<file path="config.mk">
export PLATFORM = sky130hd
export DESIGN_NAME = bus_xfer_seq
export DESIGN_NICKNAME = d
export VERILOG_FILES = /design/src/rtl/bus_xfer_seq.sv
export SDC_FILE = /design/constraint.sdc
export NUM_CORES = 1
export LEC_CHECK = 0
export CAP_MARGIN = 20
export CORE_AREA = 3 3 111 113
export DETAILED_ROUTE_END_ITERATION = 12
export DIE_AREA = 0 0 114 116
export GPL_ROUTABILITY_DRIVEN = 1
export HOLD_SLACK_MARGIN = 0.05
export PLACE_DENSITY = 0.77
export SYNTH_ARGS = -nofsm -noshare
export SYNTH_HDL_FRONTEND = slang
export SYNTH_SLANG_ARGS = --single-unit
export TNS_END_PERCENT = 10
</file>
<file path="constraint.sdc">
create_clock -name i_clock -period 7.5 [get_ports i_clock]
set_input_delay 1.5 -clock i_clock [delete_from_list [all_inputs] [get_ports i_clock]]
set_output_delay 1.5 -clock i_clock [all_outputs]
set_load 0.05 [all_outputs]
</file>
<file path="src/rtl/bus_xfer_seq.sv">
// bus_xfer_seq: transfer sequencer for the shared 16-bit word bus.
// Requests (register-to-register or immediate-to-register) are queued in a
// small FIFO and executed one at a time as DRIVE -> WRITE -> DONE. At most
// one bus driver is active in any cycle.
// Optional build macro BUS_XFER_COUNT_EN adds o_xfer_count, a wrapping count
// of completed transfers.
module bus_xfer_seq #(
  parameter int NREG  = 8,
  parameter int DEPTH = 4
) (
  input  logic                      i_clock,
  input  logic                      i_reset,
  input  logic                      i_req_valid,
  output logic                      o_req_ready,
  input  logic                      i_req_imm,
  input  logic [$clog2(NREG)-1:0]   i_req_src,
  input  logic [$clog2(NREG)-1:0]   i_req_dst,
  input  logic [0:15]               i_req_data,
  output logic [NREG-1:0]           o_sel,
  output logic [NREG-1:0]           o_wen,
  output logic                      o_imm_drive,
  output logic [0:15]               o_imm_data,
`ifdef BUS_XFER_COUNT_EN
  output logic [0:15]               o_xfer_count,
`endif
  output logic                      o_busy,
  output logic                      o_done
);

  localparam int IW = $clog2(NREG);
  localparam int PW = $clog2(DEPTH);
  localparam int CW = $clog2(DEPTH) + 1;

  typedef struct packed {
    logic          imm;
    logic [IW-1:0] src;
    logic [IW-1:0] dst;
    logic [0:15]   data;
  } req_t;

  typedef enum logic [1:0] {
    S_IDLE  = 2'd0,
    S_DRIVE = 2'd1,
    S_WRITE = 2'd2,
    S_DONE  = 2'd3
  } state_t;

  state_t        state_q, state_d;
  req_t          fifo_q [DEPTH];
  logic [PW-1:0] wr_ptr_q, rd_ptr_q;
  logic [CW-1:0] count_q;
  req_t          work_q, work_d;
  req_t          req_in;

  logic            full, empty, push, pop;
  logic            src_ok, dst_ok;
  logic [NREG-1:0] sel_d, wen_d;
  logic            drv_d, done_d;
  logic [0:15]     imm_d;

  logic [NREG-1:0] sel_q, wen_q;
  logic            drv_q, done_q;
  logic [0:15]     imm_q;

  assign req_in = '{imm: i_req_imm, src: i_req_src, dst: i_req_dst, data: i_req_data};

  // Ready is purely !full, so a pop in the same cycle never opens a slot early.
  assign full        = (count_q == CW'(DEPTH));
  assign empty       = (count_q == '0);
  assign o_req_ready = ~full;
  assign push        = i_req_valid & ~full;
  assign pop         = (state_q == S_IDLE) & ~empty;

  // FIFO storage: data only, no reset needed.
  always_ff @(posedge i_clock) begin
    if (push) begin
      fifo_q[wr_ptr_q] <= req_in;
    end
  end

  // FIFO pointers and occupancy; pointers wrap naturally at DEPTH (power of 2).
  always_ff @(posedge i_clock) begin
    if (i_reset) begin
      wr_ptr_q <= '0;
      rd_ptr_q <= '0;
      count_q  <= '0;
    end else begin
      if (push) wr_ptr_q <= wr_ptr_q + 1'b1;
      if (pop)  rd_ptr_q <= rd_ptr_q + 1'b1;
      case ({push, pop})
        2'b10:   count_q <= count_q + 1'b1;
        2'b01:   count_q <= count_q - 1'b1;
        default: count_q <= count_q;
      endcase
    end
  end

  // Next-state logic; the working request is latched when leaving IDLE.
  always_comb begin
    state_d = state_q;
    work_d  = work_q;
    case (state_q)
      S_IDLE: begin
        if (!empty) begin
          work_d  = fifo_q[rd_ptr_q];
          state_d = S_DRIVE;
        end
      end
      S_DRIVE: state_d = S_WRITE;
      S_WRITE: state_d = S_DONE;
      S_DONE:  state_d = S_IDLE;
      default: state_d = S_IDLE;
    endcase
  end

  // Output decode from the next state so all bus controls are registered.
  // A request naming any out-of-range register performs no select and no write.
  always_comb begin
    sel_d  = '0;
    wen_d  = '0;
    drv_d  = 1'b0;
    imm_d  = '0;
    done_d = 1'b0;
    src_ok = (int'(work_d.src) < NREG);
    dst_ok = (int'(work_d.dst) < NREG);
    case (state_d)
      S_DRIVE, S_WRITE: begin
        if (work_d.imm) begin
          if (dst_ok) begin
            drv_d = 1'b1;
            imm_d = work_d.data;
          end
        end else if (src_ok && dst_ok) begin
          sel_d = NREG'(1) << work_d.src;
        end
        if ((state_d == S_WRITE) && dst_ok && (work_d.imm || src_ok)) begin
          wen_d = NREG'(1) << work_d.dst;
        end
      end
      S_DONE:  done_d = 1'b1;
      default: ;
    endcase
  end

  // State, working request and registered bus controls.
  always_ff @(posedge i_clock) begin
    if (i_reset) begin
      state_q <= S_IDLE;
      sel_q   <= '0;
      wen_q   <= '0;
      drv_q   <= 1'b0;
      imm_q   <= '0;
      done_q  <= 1'b0;
    end else begin
      state_q <= state_d;
      sel_q   <= sel_d;
      wen_q   <= wen_d;
      drv_q   <= drv_d;
      imm_q   <= imm_d;
      done_q  <= done_d;
    end
  end

  // Working request register: data only.
  always_ff @(posedge i_clock) begin
    work_q <= work_d;
  end

  assign o_sel       = sel_q;
  assign o_wen       = wen_q;
  assign o_imm_drive = drv_q;
  assign o_imm_data  = imm_q;
  assign o_done      = done_q;
  assign o_busy      = (state_q != S_IDLE) | (count_q != '0);

`ifdef BUS_XFER_COUNT_EN
  logic [0:15] xcnt_q;

  // Completed-transfer counter, wraps from 16'hFFFF to 0.
  always_ff @(posedge i_clock) begin
    if (i_reset) begin
      xcnt_q <= '0;
    end else if (done_q) begin
      xcnt_q <= xcnt_q + 16'd1;
    end
  end

  assign o_xfer_count = xcnt_q;
`endif

endmodule

</file>
==> results_dict.tcl, run 1 <==
set metrics [dict create \
    setup_viol 0 \
    cts_max_level 4 \
    syn_nets 401 \
    skew_ns 0.00804 \
    finalHoldViolations 0 \
    rows 39 \
    critPathLaunchType "flip-flop" \
    antenna_cells 0 \
    netlist.area_leader.share 0.484 \
    slew_viol_final 0 \
    synthesis.area_sq_mm 0.00571 \
    rsz0062_at_grt "no" \
    hpwl_um 6110 \
    drt_wl_total_um 10600 \
    post-synth-top-count-cell "edfxtp_1" \
    period_share 0.472 \
    clk_latency_ns 0.42 \
    synth_async_sr_flop_share 0 \
    gp_congestion 0.752 \
    drtPass1Iterations 4 \
    syn2layout_area_growth_pct 24.7 \
    final_nets 474 \
    grt_usage 0.174 \
    ys_types 37 \
    syn_area_per_cell_sq_um 15.6 \
    synthTopCellsByCount "edfxtp_1 (92), dfxtp_1 (68), nand2_1 (59)" \
    routed_via_density 5.38 \
    cts.sinks 160 \
    hold_buffers 0 \
    power.leakage_nw 2.54 \
    cts_resized 0 \
    tightest_slew_ns 0.758 \
    numCtsBuffers 17 \
    grt_pass1_vias 3216 \
    max-slew-margin-rel 0.495 \
    tritoncts "built" \
    max_freq_ghz 0.282 \
    cp_data_arrival_time_ns 2.04 \
    power_density_mw_per_mm2 431 \
    start_util 0.500 \
    vdd.ir_drop.worst_uv 247 \
    drt_iter0_drc 216 \
    die_w_um 114 \
    grt_max_degree 30 \
    yosys.area.top_type "edfxtp_1" \
    synth_area_leaders "edfxtp_1 (48%), dfxtp_1 (24%), mux4_2 (7.9%)" \
    ant_nets 0 \
    tns_ns 0 \
    p_total_mw 3.07 \
    hp-class "flip-flop to flip-flop" \
    synth_seq_cells 160 \
    required_ns 6.00 \
    fin_crit_ns 3.54 \
    antenna_found_initial 0 \
    overflow 0 \
    ys_warn_count 0 \
    critical_path_class "flip-flop to output port" \
    synth_cells 365 \
    worstPathMaxFanout 6 \
    num_io_pins 62 \
    worstSetupEndpointType "output port" \
    via_count 3197 \
    grt_pass1_wl_um 16900 \
    core-area_sq_mm 0.0114 \
    synth_edf_count 92 \
    postCtsSetupBuffers 0 \
    wire_per_inst_um 17.8 \
    ys.flop_type "edfxtp_1" \
    drc_errors 0 \
    die_area_sq_mm 0.0132 \
    status "finished clean" \
    ctsRootBufferMaster "clkbuf_16" \
    clk_pin_slew_ns 0.06 \
    maxCapViolations 0 \
    drive_gt1_frac 0.149 \
    die_height_um 116 \
    seq_area_frac_synth 0.722 \
    clk_path_buf_depth 2 \
    io_buffers 61 \
]
[per-layer routing]
metal,track usage,part of all wire,up-vias
met3,0.0538,0.049,23
met1,0.206,0.41,1609
met4,0.0863,0.026,0
li1,-,-,1472
met2,0.290,0.51,93
met5,0,0,-
[state kept, by name, indices dropped and copies added, names as in the netlist, 3 cells and up, named ones only]
name / cells
fifo_q: 92
work_q: 23
o_imm_data: 16
o_sel: 8
o_wen: 8
count_q: 3
[stage by stage]
stage / instance area, sq um / std cells / utilization / hold slack (ns) / setup slack [ns]
after floorplan: 5710 / 365 / - / 0.411 / 4.56
after global placement: 6480 / 562 / 0.567 / 0.424 / 4.04
after detailed placement: 6480 / 562 / 0.567 / 0.431 / 3.93
after CTS: 7120 / 594 / 0.624 / 0.446 / 3.95
after global routing: 7120 / 594 / 0.624 / 0.474 / 3.89
final: 7120 / 594 / 0.624 / 0.442 / 3.96
[logic make-up (layout without fill, tap and decap cells)]
group,count (synthesis),in the layout,synth area share
adders and majority gates,10,10,0.0232
xor gates and xnor gates,5,5,0.00767
muxes,27,27,0.102
AOI/OAI and AO/OA,12,12,0.0145
buffers and inverters,28,114,0.0232
DFF,160,160,0.722
and+or+nand+nor,123,123,0.107
[power by group]
group	switching [mW]	leakage, nW	total, mW	internal, mW
Sequential	0.0579	1.40	1.17	1.11
Combinational	0.624	0.829	0.975	0.350
Clock	0.334	0.306	0.926	0.592
[critical path: stages (launching register included)]
cell and delay (ns):
dfxtp_1 0.42, or3b_1 0.46, clkdlybuf4s50_1 0.74
[worst paths after layout]
kind | startpoint | end | slack [ns] | cells after the start
max reg2reg | state_q[0] | count_q[2] | 4.53 | 11
min reg2reg | work_q[10] | work_q[10] | 0.44 | 2
max | count_q[2] | o_req_ready | 3.96 | 2
min | work_q[10] | work_q[10] | 0.44 | 2
[layout by cell type, fill, tap and decap left out, drive strengths merged]
master         instances
a21oi                  3
a31oi                  5
and2                   3
and3                   5
buf                    8
bufinv                 5
clkbuf                19
clkdlybuf4s50         61
clkinv                 4
clkinvlp               2
dfxtp                 68
edfxtp                92
fa                     1
ha                     9
inv                   15
mux2                   3
mux2i                  1
mux4                  23
nand2                 59
nand2b                 2
nand3b                 1
nor2                  18
nor2b                  3
nor3                   2
nor3b                 18
nor4                   8
o21ai                  3
o31ai                  1
or2                    1
or3                    1
or3b                   2
xnor2                  2
xor2                   3
[final cells by class]
cell class                 instances  area, sq um
clock buffer                      19          433
clock inverter                    13          209
fill                             816         4300
inverter                          13         48.8
multi-input combinational        177         1460
sequential                       160         4120
tap                              143          179
timing repair buffer              69          671
Note: power is estimated with default switching activity, not from simulation.
==> run 2: changes to the inputs <==
==> constraint.sdc (replaced) <==
create_clock -name i_clock -period 3.4 [get_ports i_clock]
set_input_delay 0.68 -clock i_clock [delete_from_list [all_inputs] [get_ports i_clock]]
set_output_delay 0.68 -clock i_clock [all_outputs]
set_load 0.05 [all_outputs]
==> run 2 against run 1 <==
Combinational power up 120%. Die area unchanged. Cell count up 0.17%. Sequential cell count unchanged. Largest cell class unchanged. Critical path depth unchanged. Sequential power up 120%. Critical endpoint unchanged. Clock power up 110%. Global-route usage up 0.28 points. Largest power group unchanged. Routed wire length up 1.8%.
==> results_dict.tcl, run 2 (synthesized netlist as in run 1, its figures left out) <==
set metrics [dict create \
    max_freq_ghz 0.363 \
    grt_usage 0.177 \
    cpPeakStageDelay_ns 0.76 \
    core-area_sq_mm 0.0114 \
    fin_ws_ns 0.642 \
    die_area_sq_mm 0.0132 \
    power.leakage_nw 2.53 \
    tritoncts "built" \
    clk_pin_slew_ns 0.06 \
    overflow 0 \
    top_register "fifo_q" \
    io_buffers 61 \
    final_common_cell "edfxtp_1" \
    ant_nets 0 \
    syn2layout_area_growth_pct 24.4 \
    vdd.ir_drop.worst_uv 538 \
    worstSetupEndpointType "output port" \
    fin_crit_ns 2.76 \
    placed_area_sq_mm 0.00649 \
    largest_reg_flops 92 \
    tightest_slew_ns 0.948 \
    drt_wl_total_um 10800 \
    clk_latency_ns 0.41 \
    wire_per_inst_um 18.1 \
    routed_via_density 5.31 \
    setup_viol 0 \
    antenna_found_initial 0 \
    hold_buffers 0 \
    critical_path_class "flip-flop to output port" \
    critPathTopFamily "buffers and inverters" \
    antenna_cells 0 \
    required_ns 2.72 \
    max-slew-margin-rel 0.368 \
    rows 39 \
    maxCapViolations 0 \
    via_count 3157 \
    path_buf_inv 1 \
    power_density_mw_per_mm2 942 \
    slew_viol_final 0 \
    grt_pass1_vias 3265 \
    hpwl_um 6770 \
    pre_cts_slack_ns 0.649 \
    grt_pass1_wl_um 17400 \
    drive_gt1_frac 0.150 \
    drc_errors 0 \
    crit_chain "or3b_1 > clkdlybuf4s50_1" \
    cts.sinks 160 \
    rsz0062_at_grt "no" \
    critPathLaunchType "flip-flop" \
    cp_data_arrival_time_ns 2.08 \
    finalHoldViolations 0 \
    ctsRootBufferMaster "clkbuf_16" \
    status "finished clean" \
    worstPathMaxFanout 6 \
    drtPass1Iterations 4 \
    clk_path_buf_depth 2 \
    period_share 0.811 \
    layout_common_cells "edfxtp_1 (92), dfxtp_1 (68), clkdlybuf4s50_1 (61)" \
    postCtsSetupBuffers 0 \
    drt_iter0_drc 174 \
    worst_path_max_delay_cell "clkdlybuf4s50_1" \
    hold_slack_ns 0.444 \
    cts_max_level 4 \
    gp_congestion 0.774 \
    start_util 0.500 \
    cts_resized 0 \
    final_nets 475 \
    die_height_um 116 \
    tns_ns 0 \
    grt_max_degree 29 \
    numCtsBuffers 17 \
    die_w_um 114 \
    skew_ns 0.00889 \
    final_area_sq_mm 0.00710 \
    num_io_pins 62 \
    hp-class "flip-flop to flip-flop" \
]
## run 2: changes by cell type in the layout (fill, tap and decap cells not counted)
cell        change
bufinv_16       -1
inv_6           +1
buf_4           +1
clkinv_4        -2
clkinvlp_4      +2
## run 2: tightest hold or removal path: cells and delay by family, from the launching register on
family | cells | cell delay, ns
flops | 1 | 0.31
simple gates | 2 | 0.10
## run 2: layout make-up
class,instances,area (sq um)
inverters,13,48.8
clock buffers,19,433
well taps,143,179
fillers,850,4310
clock inverters,13,185
flip-flops and latches,160,4120
multi-input cells,177,1460
repair buffers,70,678
## run 2: where the power goes
part / internal (mW) / leakage, nW / switching [mW] / total (mW)
sequential: 2.44 / 1.40 / 0.155 / 2.60
combinational: 0.791 / 0.835 / 1.33 / 2.13
clock: 1.23 / 0.288 / 0.734 / 1.97
## run 2: path summary, 6_finish.rpt
check,from,endpoint,slack (ns),cells after the start
setup / recovery,count_q[2],o_req_ready,0.64,2
hold / removal,work_q[0],work_q[0],0.44,2
setup reg to reg,count_q[2],count_q[2],0.78,9
hold reg to reg,work_q[0],work_q[0],0.44,2
## run 2: layer usage
layer,global-route usage,routed length (um)
met1,0.223,4660
met2,0.298,5450
met3,0.0413,489
met4,0.0713,157
met5,0,0
## run 2: per-stage QoR
| stage | util | power (mW) | cells |
|---|---|---|---|
| global placement | 0.568 | 4.65 | 563 |
| detailed placement | 0.568 | 4.73 | 563 |
| CTS | 0.622 | 6.74 | 595 |
| finish | 0.622 | 6.69 | 595 |
| global route | 0.622 | 7.03 | 595 |
| floorplan | - | 4.15 | 365 |
